## src/rtl/ahb_protocol_monitor.sv

```systemverilog
// Passive AHB-Lite protocol monitor: tracks bursts and error responses and
// reports sticky per-check violations, a saturating count and the first violation code.
module ahb_protocol_monitor #(
  parameter int ADDR_W   = 32,
  parameter int DATA_W   = 32,
  parameter int CNT_W    = 8,
  parameter int MAX_WAIT = 16
) (
  input  logic              HCLK,
  input  logic              HRESET,
  input  logic              HSEL,
  input  logic [ADDR_W-1:0] HADDR,
  input  logic [1:0]        HTRANS,
  input  logic              HWRITE,
  input  logic [2:0]        HSIZE,
  input  logic [2:0]        HBURST,
  input  logic              HREADY,
  input  logic              HREADYOUT,
  input  logic              HRESP,
  input  logic              clr,
  output logic [7:0]        viol_flags,
  output logic [CNT_W-1:0]  viol_cnt,
  output logic [2:0]        first_code,
  output logic              first_valid,
  output logic              irq
);

  typedef enum logic [1:0] {ST_IDLE = 2'd0, ST_BURST = 2'd1, ST_ERR1 = 2'd2} state_e;

  localparam logic [2:0]       MAX_SIZE = (DATA_W == 64) ? 3'd3 : 3'd2;
  localparam int               WAIT_W   = $clog2(MAX_WAIT + 2);
  localparam logic [WAIT_W-1:0] WAIT_LIM = WAIT_W'(MAX_WAIT);
  localparam logic [WAIT_W-1:0] WAIT_SAT = WAIT_W'(MAX_WAIT + 1);
  localparam logic [CNT_W-1:0]  CNT_MAX  = {CNT_W{1'b1}};

  function automatic logic [4:0] burst_len(input logic [2:0] burst);
    case (burst)
      3'd2, 3'd3: burst_len = 5'd4;
      3'd4, 3'd5: burst_len = 5'd8;
      3'd6, 3'd7: burst_len = 5'd16;
      default:    burst_len = 5'd0;
    endcase
  endfunction

  function automatic logic [ADDR_W-1:0] next_addr(input logic [ADDR_W-1:0] addr,
                                                  input logic [2:0] burst,
                                                  input logic [2:0] size);
    logic [ADDR_W-1:0] inc;
    logic [ADDR_W-1:0] mask;
    inc = ADDR_W'(1) << size;
    if ((burst != 3'd0) && !burst[0]) begin
      mask      = (ADDR_W'(burst_len(burst)) << size) - ADDR_W'(1);
      next_addr = (addr & ~mask) | ((addr + inc) & mask);
    end else begin
      mask      = '0;
      next_addr = addr + inc;
    end
  endfunction

  function automatic logic misaligned(input logic [ADDR_W-1:0] addr, input logic [2:0] size);
    misaligned = |(addr & ((ADDR_W'(1) << size) - ADDR_W'(1)));
  endfunction

  function automatic logic [2:0] lowest_bit(input logic [7:0] v);
    lowest_bit = 3'd0;
    for (int i = 7; i >= 0; i--) begin
      if (v[i]) lowest_bit = 3'(i);
    end
  endfunction

  state_e            state_q, state_d;
  logic [4:0]        beats_q, beats_d;
  logic [ADDR_W-1:0] exp_addr_q, exp_addr_d;
  logic [ADDR_W-1:0] base_addr_q, base_addr_d;
  logic [2:0]        burst_q, burst_d;
  logic [2:0]        size_q, size_d;
  logic              prev_err_q, prev_err_d;
  logic [WAIT_W-1:0] wait_q, wait_d;
  logic [7:0]        viol_flags_q, viol_flags_d;
  logic [CNT_W-1:0]  viol_cnt_q, viol_cnt_d;
  logic [2:0]        first_code_q, first_code_d;
  logic              first_valid_q, first_valid_d;
  logic              irq_q, irq_d;

  logic       acc_s, acc_seq_s, acc_nonseq_s, acc_idle_s;
  logic       err_first_s, err_second_s, in_burst_s, fixed_s, any_viol_s;
  logic [7:0] viol_s;
  logic       unused_ok_s;

  assign unused_ok_s  = HWRITE;
  assign acc_s        = HSEL & HREADY & HTRANS[1];
  assign acc_seq_s    = acc_s & HTRANS[0];
  assign acc_nonseq_s = acc_s & ~HTRANS[0];
  assign acc_idle_s   = HSEL & HREADY & (HTRANS == 2'b00);
  assign err_first_s  = HRESP & ~HREADYOUT;
  assign err_second_s = HRESP & HREADYOUT;
  assign in_burst_s   = (state_q == ST_BURST);
  assign fixed_s      = (burst_q[2:1] != 2'b00);

  always_comb begin
    viol_s    = 8'h00;
    viol_s[0] = acc_s & misaligned(HADDR, HSIZE);
    viol_s[1] = acc_s & (HSIZE > MAX_SIZE);
    viol_s[2] = acc_seq_s & (state_q == ST_IDLE);
    viol_s[3] = acc_seq_s & in_burst_s & (HADDR != exp_addr_q);
    // BUSY is neither accepted nor idle, so it never ends or shortens a burst
    viol_s[4] = (acc_nonseq_s | acc_idle_s) & in_burst_s & fixed_s & (beats_q != 5'd0) & ~prev_err_q;
    viol_s[5] = acc_seq_s & in_burst_s & burst_q[0] &
                (HADDR[ADDR_W-1:10] != base_addr_q[ADDR_W-1:10]);
    viol_s[6] = (err_second_s & (state_q != ST_ERR1)) | ((state_q == ST_ERR1) & ~err_second_s);
    viol_s[7] = ~HREADY & (wait_q == WAIT_LIM);
    any_viol_s = |viol_s;
  end

  always_comb begin
    state_d     = state_q;
    beats_d     = beats_q;
    exp_addr_d  = exp_addr_q;
    base_addr_d = base_addr_q;
    burst_d     = burst_q;
    size_d      = size_q;
    prev_err_d  = (state_q == ST_ERR1);

    if (acc_nonseq_s) begin
      burst_d     = HBURST;
      size_d      = HSIZE;
      base_addr_d = HADDR;
      exp_addr_d  = next_addr(HADDR, HBURST, HSIZE);
      beats_d     = (burst_len(HBURST) != 5'd0) ? burst_len(HBURST) - 5'd1 : 5'd0;
    end else if (acc_seq_s && in_burst_s) begin
      exp_addr_d  = next_addr(HADDR, burst_q, size_q);
      beats_d     = (beats_q != 5'd0) ? beats_q - 5'd1 : 5'd0;
    end else begin
      beats_d     = beats_q;
    end

    if (err_first_s) begin
      state_d = ST_ERR1;
    end else begin
      case (state_q)
        ST_IDLE: begin
          if (acc_nonseq_s && (HBURST != 3'd0)) state_d = ST_BURST;
          else                                   state_d = ST_IDLE;
        end
        ST_BURST: begin
          // A NONSEQ inside a burst ends it and may immediately open the next one
          if (acc_nonseq_s)                                       state_d = (HBURST != 3'd0) ? ST_BURST : ST_IDLE;
          else if (acc_idle_s)                                    state_d = ST_IDLE;
          else if (acc_seq_s && fixed_s && (beats_q == 5'd1))     state_d = ST_IDLE;
          else                                                    state_d = ST_BURST;
        end
        ST_ERR1: state_d = ST_IDLE;
        default: state_d = ST_IDLE;
      endcase
    end
  end

  always_comb begin
    if (HREADY)                wait_d = '0;
    else if (wait_q != WAIT_SAT) wait_d = wait_q + WAIT_W'(1);
    else                       wait_d = wait_q;

    if (clr) begin
      viol_flags_d  = viol_s;
      viol_cnt_d    = any_viol_s ? CNT_W'(1) : '0;
      first_valid_d = any_viol_s;
      first_code_d  = any_viol_s ? lowest_bit(viol_s) : 3'd0;
    end else begin
      viol_flags_d  = viol_flags_q | viol_s;
      viol_cnt_d    = (any_viol_s && (viol_cnt_q != CNT_MAX)) ? viol_cnt_q + CNT_W'(1) : viol_cnt_q;
      first_valid_d = first_valid_q | any_viol_s;
      first_code_d  = (!first_valid_q && any_viol_s) ? lowest_bit(viol_s) : first_code_q;
    end
    irq_d = |viol_flags_d;
  end

  always_ff @(posedge HCLK) begin
    if (HRESET) begin
      state_q       <= ST_IDLE;
      beats_q       <= 5'd0;
      exp_addr_q    <= '0;
      base_addr_q   <= '0;
      burst_q       <= 3'd0;
      size_q        <= 3'd0;
      prev_err_q    <= 1'b0;
      wait_q        <= '0;
      viol_flags_q  <= 8'h00;
      viol_cnt_q    <= '0;
      first_code_q  <= 3'd0;
      first_valid_q <= 1'b0;
      irq_q         <= 1'b0;
    end else begin
      state_q       <= state_d;
      beats_q       <= beats_d;
      exp_addr_q    <= exp_addr_d;
      base_addr_q   <= base_addr_d;
      burst_q       <= burst_d;
      size_q        <= size_d;
      prev_err_q    <= prev_err_d;
      wait_q        <= wait_d;
      viol_flags_q  <= viol_flags_d;
      viol_cnt_q    <= viol_cnt_d;
      first_code_q  <= first_code_d;
      first_valid_q <= first_valid_d;
      irq_q         <= irq_d;
    end
  end

  assign viol_flags  = viol_flags_q;
  assign viol_cnt    = viol_cnt_q;
  assign first_code  = first_code_q;
  assign first_valid = first_valid_q;
  assign irq         = irq_q;

endmodule

```

## config.mk

```make
export PLATFORM = sky130hd
export DESIGN_NAME = ahb_protocol_monitor
export DESIGN_NICKNAME = d
export VERILOG_FILES = /design/src/rtl/ahb_protocol_monitor.sv
export SDC_FILE = /design/constraint.sdc
export NUM_CORES = 1
export LEC_CHECK = 0
export ABC_AREA = 1
export BUFFER_PORTS_ARGS = -buffer_cell sky130_fd_sc_hd__buf_2
export CAP_MARGIN = 20
export CORE_ASPECT_RATIO = 1.5
export CORE_MARGIN = 8
export CORE_UTILIZATION = 54
export DETAILED_ROUTE_END_ITERATION = 10
export PLACE_DENSITY = 0.81
export SETUP_SLACK_MARGIN = 0.05
export SLEW_MARGIN = 15
export SYNTH_ARGS = -nofsm -noshare
export SYNTH_HDL_FRONTEND = slang
export SYNTH_SLANG_ARGS = --single-unit
```

## constraint.sdc

```tcl
create_clock -name HCLK -period 2.6 [get_ports HCLK]
set_input_delay 0.52 -clock HCLK [delete_from_list [all_inputs] [get_ports HCLK]]
set_output_delay 0.52 -clock HCLK [all_outputs]
set_load 0.01 [all_outputs]
```

==> impl_metrics.tcl, run 1 <==
set metrics [dict create \
    outcome "finished with violations" \
    violations "setup timing" \
    p_leak_nw 5.188 \
    synth-seq-cells 94 \
    synthFlopType "dfxtp_1" \
    synth_compound_area_share_pct 11.31 \
    crit_required_ns 2.84 \
    placed_cell_area_sq_um 9454 \
    totalWireLength_um 27640 \
    synth_fp_nets 1471 \
    grt_pass1_vias 9056 \
    syn_avg_cell_area_sq_um 5.914 \
    setup-violations-final 4 \
    cts_max_level 3 \
    fp.dieW_um 116.8 \
    cts_tree "yes" \
    first_pass_iters 7 \
    cp.arrival_ns 2.93 \
    synthCells 1392 \
    hpwl_um 20470 \
    min_period_over_period_pct 103.5 \
    maxCapViolCount 0 \
    vias 9696 \
    initialDrtViolationCount 749 \
    crit_path_frequent_cell "nand2_1" \
    yosysTopAreaCellShare_pct 22.86 \
    synth_top_family_by_area "simple AND/OR/NAND/NOR gates" \
    die_area_sq_um 19530 \
    synth-edff-count 0 \
    path_clk_slew_ns 0.08 \
    rsz0062_at_grt "true" \
    ant_nets 0 \
    rows 55 \
    total_power_mw 4.006 \
    grt_start_max_net_pins 71 \
    core_sq_um 15000 \
    hold_path.class "input pin to flop" \
    fin_crit_ns 2.690 \
    gr-total-overflow 0 \
    clock_path_buffers 2 \
    hold_viol_final 0 \
    viasPerCell 5.566 \
    peakVddDrop_mv 0.2877 \
    grt.total_usage_pct 26.97 \
    start_util_pct 54.87 \
    clock_sinks 94 \
    worst_pin_slew_ns 0.5555 \
    io_buffers 67 \
    critPathLaunchType "flop" \
    synth_fa_ha_area_share_pct 4.894 \
    cellPowerDensity_nw_per_um2 391.5 \
    root_buffer "clkbuf_16" \
    fin_area_sq_um 10230 \
    antenna_found_initial 0 \
    place_ws_ns -0.1979 \
    instances_no_fill 1742 \
    synthTopCellsByCount "nand2_1 (428), nor2_1 (158), inv_1 (151)" \
    nNetsFinal 1617 \
    crit_chain "buf_4 -> nand2_1 -> nor2_2 -> inv_1 -> fa_2 -> inv_2 -> nand3_2 -> nand3_4 -> buf_6 -> nand2_4 -> nand2_4 -> nand2_2 -> xor2_1 -> nand2_1 -> nand2_1 -> nand2_1 -> nand2_1 -> nand2_1 -> nand3_1 -> nand2_1 -> inv_1" \
    fin_ws_ns -0.09042 \
    crit_path_max_incr_delay_ns 0.41 \
    ioPinCount 69 \
    synthSimpleGateAreaFrac_pct 43.06 \
    max_freq_ghz 0.3717 \
    grt_pass1_wl_um 42380 \
    yosys.area_share.xor_xnor_pct 6.916 \
    crit_fanout 4 \
    area_growth_pct 24.30 \
    die_y_um 167.2 \
    yosys_warnings 0 \
    synthesis.area_sq_um 8232 \
    drc_errors 0 \
    yosys.cell_types.count 50 \
    drive_gt1_share_pct 22.42 \
    placed_cells 1713 \
    setup.worst_path.end_class "flop" \
    gp_congestion 0.9926 \
    diodes 0 \
    clk_latency_ns 0.35 \
    timing.hold.ws_ns 0.3574 \
    slew-limit-headroom_pct 62.63 \
    numCtsBuffers 9 \
    fin_skew_ns 0.01256 \
    synth_area_leader_cell "dfxtp_1" \
    netlist_top_cells_area "dfxtp_1 (23%), nand2_1 (20%), nand3_1 (7.6%)" \
    muxShareOfSynthArea_pct 0 \
    synth.most_common_cell "nand2_1" \
    cp_slowest_cell "dfxtp_4" \
    finalMaxSlewViolations 0 \
    crit_type "flop to flop" \
    wl_per_cell_um 15.87 \
    yosysSeqAreaShare_pct 22.86 \
    synthArstFlopShare_pct 0 \
]
## registers in the layout, summed over array words and instances (netlist names), 2 cells and up
register and cells:
beats_q 5, size_q 3, wait_q 5, viol_flags 8
viol_cnt 8, state_q 2, burst_q 3, exp_addr_q 32
base_addr_q 22, first_code 3
## cell families after synthesis
logic type               after synthesis
AND/OR/NAND/NOR                      806
XOR/XNOR                              65
flip-flops                            94
adder cells (fa/ha/maj)               31
buffers and inverters                225
AO/OA/AOI/OAI                        171
## stage by stage
stage	setup TNS, ns	utilization (%)
6_report	-0.2179	68.21
3_3_place_gp	-2.175	63.02
5_1_grt	-1.867	68.21
3_5_place_dp	-3.210	63.02
2_1_floorplan	0	-
4_1_cts	0	65.33
## worst paths after layout
path / start / endpoint / slack (ns) / cells past startpoint
max reg2reg: size_q[0] / exp_addr_q[28] / -0.09 / 21
min: HREADYOUT / state_q[1] / 0.36 / 2
min reg2reg: first_code[0] / first_code[0] / 0.50 / 2
max: size_q[0] / exp_addr_q[28] / -0.09 / 21
## timing repair
item                                   in CTS  in global routing
endpoints found under the hold margin       0                  0
pin swaps                                   1                 30
gates cloned                                0                  0
gates resized for setup                    11                 87
buffers inserted                            1                 12
hold buffers                                0                  0
setup endpoints to repair                  21                 31
## per-layer routing
metal	vias to the layer above	wire length [um]	global-route usage (%)
met5	-	0	0
met2	416	13700	48.31
li1	4731	-	-
met1	4397	10020	27.46
met4	0	2357	19.63
met3	152	1558	3.745
## critical path: cells and delay by family, from the launching register on
family,cells,cell delay [ns]
xor+xnor,1,0.16
fa+ha+maj,1,0.37
buf+inv,5,0.48
flops,1,0.41
simple gates,14,1.17
## cells in the final DEF, fill, tap and decap left out, types with 4 or more instances in the layout
| cell | netlist | final |
|---|---|---|
| nand4_1 | 21 | 21 |
| nand3_4 | 2 | 5 |
| nor2_1 | 158 | 148 |
| nand2_2 | 6 | 24 |
| o21ai_1 | 9 | 11 |
| inv_2 | 17 | 22 |
| buf_4 | 6 | 118 |
| nand2_1 | 428 | 405 |
| ha_1 | 29 | 22 |
| dfxtp_1 | 94 | 91 |
| o211ai_1 | 5 | 5 |
| inv_1 | 151 | 143 |
| or2_2 | 4 | 4 |
| nand3_1 | 125 | 111 |
| nor4_1 | 4 | 4 |
| nor3_2 | 2 | 5 |
| nor2_4 | 8 | 15 |
| clkbuf_16 | 0 | 9 |
| nor3_1 | 22 | 17 |
| xor2_1 | 28 | 27 |
| ha_4 | 0 | 5 |
| nand2_4 | 2 | 7 |
| buf_2 | 26 | 66 |
| xnor2_1 | 37 | 37 |
| nor2_2 | 6 | 9 |
| o22ai_1 | 5 | 5 |
| nand3_2 | 11 | 22 |
| o21ai_0 | 61 | 57 |
| a21oi_1 | 73 | 71 |
## layout make-up
| type | instances | area, sq um |
|---|---|---|
| multi-input cells | 1073 | 5823 |
| fillers | 1344 | 4770 |
| flip-flops and latches | 94 | 1893 |
| clock buffers | 9 | 225.2 |
| inverters | 169 | 639.4 |
| well taps | 199 | 249.0 |
| clock inverters | 7 | 77.57 |
| repair buffers | 191 | 1325 |
## report_power, final
part           leakage, nW  internal, mW  switching, mW
clock                0.153         0.761          0.639
combinational         4.27         0.424          0.659
sequential           0.766          1.49         0.0363
total                 5.19          2.67           1.33
No activity file was read; power rests on OpenSTA's default activity.
==> run 2: changes to the inputs <==
--- a/config.mk
+++ b/config.mk
@@ -9,7 +9,7 @@
 export BUFFER_PORTS_ARGS = -buffer_cell sky130_fd_sc_hd__buf_2
 export CAP_MARGIN = 20
 export CORE_ASPECT_RATIO = 1.5
-export CORE_MARGIN = 8
+export CORE_MARGIN = 10
 export CORE_UTILIZATION = 54
 export DETAILED_ROUTE_END_ITERATION = 10
 export PLACE_DENSITY = 0.81
==> impl_metrics.tcl, run 2 (synthesis gave the netlist of run 1 again) <==
set metrics [dict create \
    outcome "complete, no violations" \
    io_buffers 67 \
    multi_input_area_sq_um 5853 \
    numCtsBuffers 9 \
    hold_path.class "input pin to flop" \
    crit_path_frequent_cell "nand2_1" \
    grt_pass1_wl_um 42990 \
    fillCellCount 1359 \
    fp.dieW_um 120.8 \
    startpoint "size_q[0]" \
    tns_ns 0 \
    worst_pin_slew_ns 0.5952 \
    path_delay_family "simple AND/OR/NAND/NOR gates" \
    drc_errors 0 \
    setup-violations-final 0 \
    cellPowerDensity_nw_per_um2 387.6 \
    first_pass_iters 5 \
    nNetsFinal 1613 \
    timing.hold.ws_ns 0.3405 \
    clock_sinks 94 \
    crit_buf_inv 5 \
    vias 9635 \
    grt_pass1_vias 9168 \
    layout_top_registers "exp_addr_q (32), base_addr_q (22)" \
    ant_nets 0 \
    fin_ws_ns 0.05645 \
    hpwl_um 21220 \
    viasPerCell 5.544 \
    crit_chain "buf_4 -> buf_4 -> nor3_4 -> ha_4 -> inv_2 -> nor3_1 -> nand2_1 -> nand3_2 -> nand2_1 -> nand2_2 -> nand2_2 -> o22ai_2 -> buf_6 -> nand2_1 -> nand2_1 -> nand3_1 -> nand2_1 -> inv_1" \
    peakVddDrop_mv 0.4358 \
    cts_tree "yes" \
    grt_start_max_net_pins 71 \
    max_freq_ghz 0.3932 \
    die_area_sq_um 20680 \
    clock_path_buffers 2 \
    r2r_start "size_q[0]" \
    cp_slowest_cell "dfxtp_4" \
    seqCellArea_sq_um 1888 \
    path_clk_slew_ns 0.08 \
    clk_latency_ns 0.37 \
    p_leak_nw 5.177 \
    hold_start "HREADYOUT" \
    largest_reg_flops 32 \
    total_power_mw 3.968 \
    initialDrtViolationCount 656 \
    min_period_over_period_pct 97.83 \
    critPathLaunchType "flop" \
    grt.total_usage_pct 25.50 \
    diodes 0 \
    rsz0062_at_grt "true" \
    gr-total-overflow 0 \
    largest-register "exp_addr_q" \
    crit_type "flop to flop" \
    crit_fanout 4 \
    drive_gt1_share_pct 22.48 \
    antenna_found_initial 0 \
    final_common_cell "nand2_1" \
    slew-limit-headroom_pct 59.95 \
    hold_viol_final 0 \
    crit_path_max_incr_delay_ns 0.37 \
    area_growth_pct 24.35 \
    core_sq_um 15000 \
    instances_no_fill 1738 \
    die_y_um 171.2 \
    fin_skew_ns 0.01308 \
    finalMaxSlewViolations 0 \
    cts_max_level 3 \
    wl_per_cell_um 15.85 \
    crit_required_ns 2.87 \
    fin_crit_ns 2.544 \
    maxCapViolCount 0 \
    rows 55 \
    start_util_pct 54.87 \
    placed_cells 1709 \
    setup.worst_path.end_class "flop" \
    root_buffer "clkbuf_16" \
    totalWireLength_um 27550 \
    ioPinCount 69 \
    gp_congestion 0.9869 \
    place_ws_ns -0.2697 \
    final_cell_mix "nand2_1 (403), nor2_1 (149), inv_1 (141)" \
    cp.arrival_ns 2.81 \
]
-- run 2: changes by cell type in the layout (fill, tap and decap cells not counted), moves of 3 or more --
cell / change
nor3_2: -3
inv_6: -3
buf_4: -5
nor2_4: -3
-- run 2: per-layer routing --
layer	GRT usage [%]	vias to the layer above	share of wire, %
met4	20.63	0	8.9
met3	3.675	152	5.3
met5	0	-	0
li1	-	4720	-
met1	25.03	4366	36
met2	46.48	397	50
-- run 2: final cells by class --
class                      instances  area share (%)
clock buffer                       9           2.200
clock inverter                     7          0.7334
inverter                         169           6.246
multi-input combinational       1073           57.18
sequential                        94           18.45
tap                              199           2.432
timing repair buffer             187           12.76
-- run 2: path summary, 6_finish.rpt --
kind                     to  slack (ns)  cells past startpoint
max          exp_addr_q[17]        0.06                     18
min reg2reg   first_code[2]        0.48                      2
max reg2reg  exp_addr_q[17]        0.06                     18
min              state_q[1]        0.34                      2
-- run 2: what timing repair did --
| action | CTS | global route |
|---|---|---|
| buffers inserted | 2 | 11 |
| hold buffers | 0 | 0 |
| gates resized for setup | 10 | 91 |
| endpoints found under the setup margin | 21 | 33 |
| pin swaps | 2 | 36 |
-- run 2: through the flow --
step / area (sq um) / util (%)
finish: 10240 / 68.23
global route: 10240 / 68.23
CTS: 9789 / 65.25
detailed placement: 9437 / 62.90
global placement: 9437 / 62.90
floorplan: 8278 / -
-- run 2: report_power, final --
part           leakage (nW)  internal, mW  switching [mW]  total (mW)
registers             0.766          1.49          0.0349        1.52
logic                  4.27         0.424           0.660        1.08
clock network         0.144         0.682           0.680        1.36
-- run 2: worst register-to-register path: stages (launching register included) --
cell     delay [ns]
dfxtp_4        0.37
buf_4          0.15
buf_4          0.15
nor3_4         0.24
ha_4           0.19
inv_2          0.05
nor3_1         0.18
nand2_1        0.11
nand3_2        0.08
nand2_1        0.06
nand2_2        0.13
nand2_2        0.08
o22ai_2        0.22
buf_6          0.15
nand2_1        0.05
nand2_1        0.05
nand3_1        0.07
nand2_1        0.08
inv_1          0.04
==> run 3: changes to the inputs <==
--- a/config.mk
+++ b/config.mk
@@ -13,7 +13,8 @@
 export CORE_UTILIZATION = 54
 export DETAILED_ROUTE_END_ITERATION = 10
 export PLACE_DENSITY = 0.81
-export SETUP_SLACK_MARGIN = 0.05
+export RECOVER_POWER = 100
+export SETUP_SLACK_MARGIN = 0.2
 export SLEW_MARGIN = 15
 export SYNTH_ARGS = -nofsm -noshare
 export SYNTH_HDL_FRONTEND = slang
==> impl_metrics.tcl, run 3 (synthesis gave the netlist of run 1 again) <==
set metrics [dict create \
    outcome "finished with violations" \
    violations "setup timing" \
    peakVddDrop_mv 0.3115 \
    crit_path_max_incr_delay_ns 0.39 \
    cp.arrival_ns 2.99 \
    hold_buffers 0 \
    crit_fanout 4 \
    min_period_over_period_pct 102.6 \
    final_common_cell "nand2_1" \
    setup.worst_path.end_class "flop" \
    fin_crit_ns 2.666 \
    r2r_start "size_q[1]" \
    grt.total_usage_pct 25.76 \
    totalWireLength_um 29590 \
    wl_per_cell_um 17.00 \
    placed_cells 1699 \
    netSwitchingPower_mw 1.423 \
    nNetsFinal 1616 \
    drive_gt1_share_pct 22.37 \
    slew-limit-headroom_pct 24.51 \
    area_growth_pct 25.85 \
    die_area_sq_um 20680 \
    setup-violations-final 2 \
    crit_type "flop to flop" \
    met1_usage_pct 24.99 \
    start_util_pct 54.87 \
    placed_cell_area_sq_um 9361 \
    vias 9883 \
    die_y_um 171.2 \
    multi_input_area_sq_um 5961 \
    swShare_pct 35.35 \
    crit_chain "buf_6 -> inv_8 -> nand2_4 -> nor2_1 -> ha_1 -> nand2_1 -> nand2_1 -> nand2_2 -> nand2_1 -> nand2_1 -> nand2_4 -> nand2_2 -> xor2_1 -> nand2_1 -> nand2_1 -> nand2_1 -> nand2_1 -> nand2_2 -> nand3_2 -> nand2_1 -> inv_1" \
    grt_pass1_vias 9101 \
    hold_path.class "input pin to flop" \
    finalMaxSlewViolations 0 \
    max_freq_ghz 0.3750 \
    worst_pin_slew_ns 1.132 \
    drc_errors 0 \
    antenna_found_initial 0 \
    io_buffers 67 \
    clock_sinks 94 \
    fp.dieW_um 120.8 \
    power_frac_comb_pct 28.0 \
    hold_start "HREADYOUT" \
    path_clk_slew_ns 0.08 \
    seqCellArea_sq_um 1892 \
    clkPwrFrac_pct 34.2 \
    use_met2_pct 47.48 \
    gr-total-overflow 0 \
    hpwl_um 20680 \
    grt_pass1_wl_um 43070 \
    initialDrtViolationCount 850 \
    viasPerCell 5.677 \
    fin_area_sq_um 10360 \
    crit_required_ns 2.92 \
    fin_ws_ns -0.06647 \
    rows 55 \
    instances_no_fill 1741 \
    ant_nets 0 \
    core_sq_um 15000 \
    cellPowerDensity_nw_per_um2 388.4 \
    layout_top_registers "exp_addr_q (32), base_addr_q (22)" \
    diodes 0 \
    grt_busiest_layer "met2" \
    largest-register "exp_addr_q" \
    final_cell_mix "nand2_1 (398), nor2_1 (148), inv_1 (142)" \
    first_pass_iters 6 \
    cp_slowest_cell "dfxtp_4" \
    ioPinCount 69 \
    cts_tree "yes" \
    grt_start_max_net_pins 71 \
    maxCapViolCount 0 \
    largest_reg_flops 32 \
    hold_viol_final 0 \
    fin_skew_ns 0.01153 \
    clk_latency_ns 0.37 \
    critPathLaunchType "flop" \
    rsz0062_at_grt "true" \
    crit_path_frequent_cell "nand2_1" \
    startpoint "size_q[1]" \
    internal_power_mw 2.602 \
    root_buffer "clkbuf_16" \
    fillCellCount 1306 \
    p_leak_nw 5.108 \
    gp_congestion 0.9964 \
    numCtsBuffers 9 \
    grt_use_met3_pct 4.167 \
    cts_max_level 3 \
    clock_path_buffers 2 \
    pwr-share-seq_pct 37.9 \
]
run 3: timing repair:
action / in CTS / in global routing
buffers inserted: 7 / 19
endpoints found under the setup margin: 27 / 39
pin swaps: 16 / 59
gates resized for setup: 37 / 116
run 3: worst paths after layout:
check | slack, ns | end | depth (start not counted)
setup reg to reg | -0.07 | exp_addr_q[28] | 21
setup / recovery | -0.07 | exp_addr_q[28] | 21
hold reg to reg | 0.49 | first_code[1] | 2
hold / removal | 0.34 | state_q[1] | 2
run 3: final cells by class:
cell class                 instances  share of cell area (%)
tap                              199                   2.403
clock inverter                     7                  0.7729
multi-input combinational       1073                   57.54
clock buffer                       9                   2.174
timing repair buffer             190                   12.61
inverter                         169                   6.244
sequential                        94                   18.26
run 3: critical path, delay by kind of cell, from the launching register on:
family | cells | cell delay [ns]
and+or+nand+nor | 16 | 1.43
DFF | 1 | 0.39
adders and majority gates | 1 | 0.35
buffers and inverters | 3 | 0.25
xor gates and xnor gates | 1 | 0.19
run 3: layer usage:
metal  vias to the layer above  part of all wire (%)
met5                         -                     0
met4                         0                   8.1
met3                       187                   7.3
met2                       528                    50
met1                      4440                    34
li1                       4728                     -
run 3: through the flow:
stage | worst slack, ns | power, mW | hold slack [ns] | util (%) | TNS [ns]
after global routing | -0.2141 | 4.194 | 0.3537 | 69.06 | -0.8892
after global placement | -0.1483 | 2.515 | 0.4664 | 62.40 | -2.272
final | -0.06647 | 4.024 | 0.3366 | 69.06 | -0.08348
after detailed placement | -0.2116 | 2.538 | 0.4724 | 62.40 | -4.197
after CTS | 0.1440 | 3.915 | 0.3358 | 65.51 | 0
after floorplan | 0.05634 | 2.192 | 0.4546 | - | 0
run 3: power groups by stage:
stage                     clock, mW  combinational (mW)  sequential, mW
after global placement            0               0.962            1.55
after floorplan                   0               0.640            1.55
after detailed placement          0               0.983            1.55
after global routing           1.44                1.23            1.53
final                          1.38                1.13            1.52
after CTS                      1.38                1.01            1.52
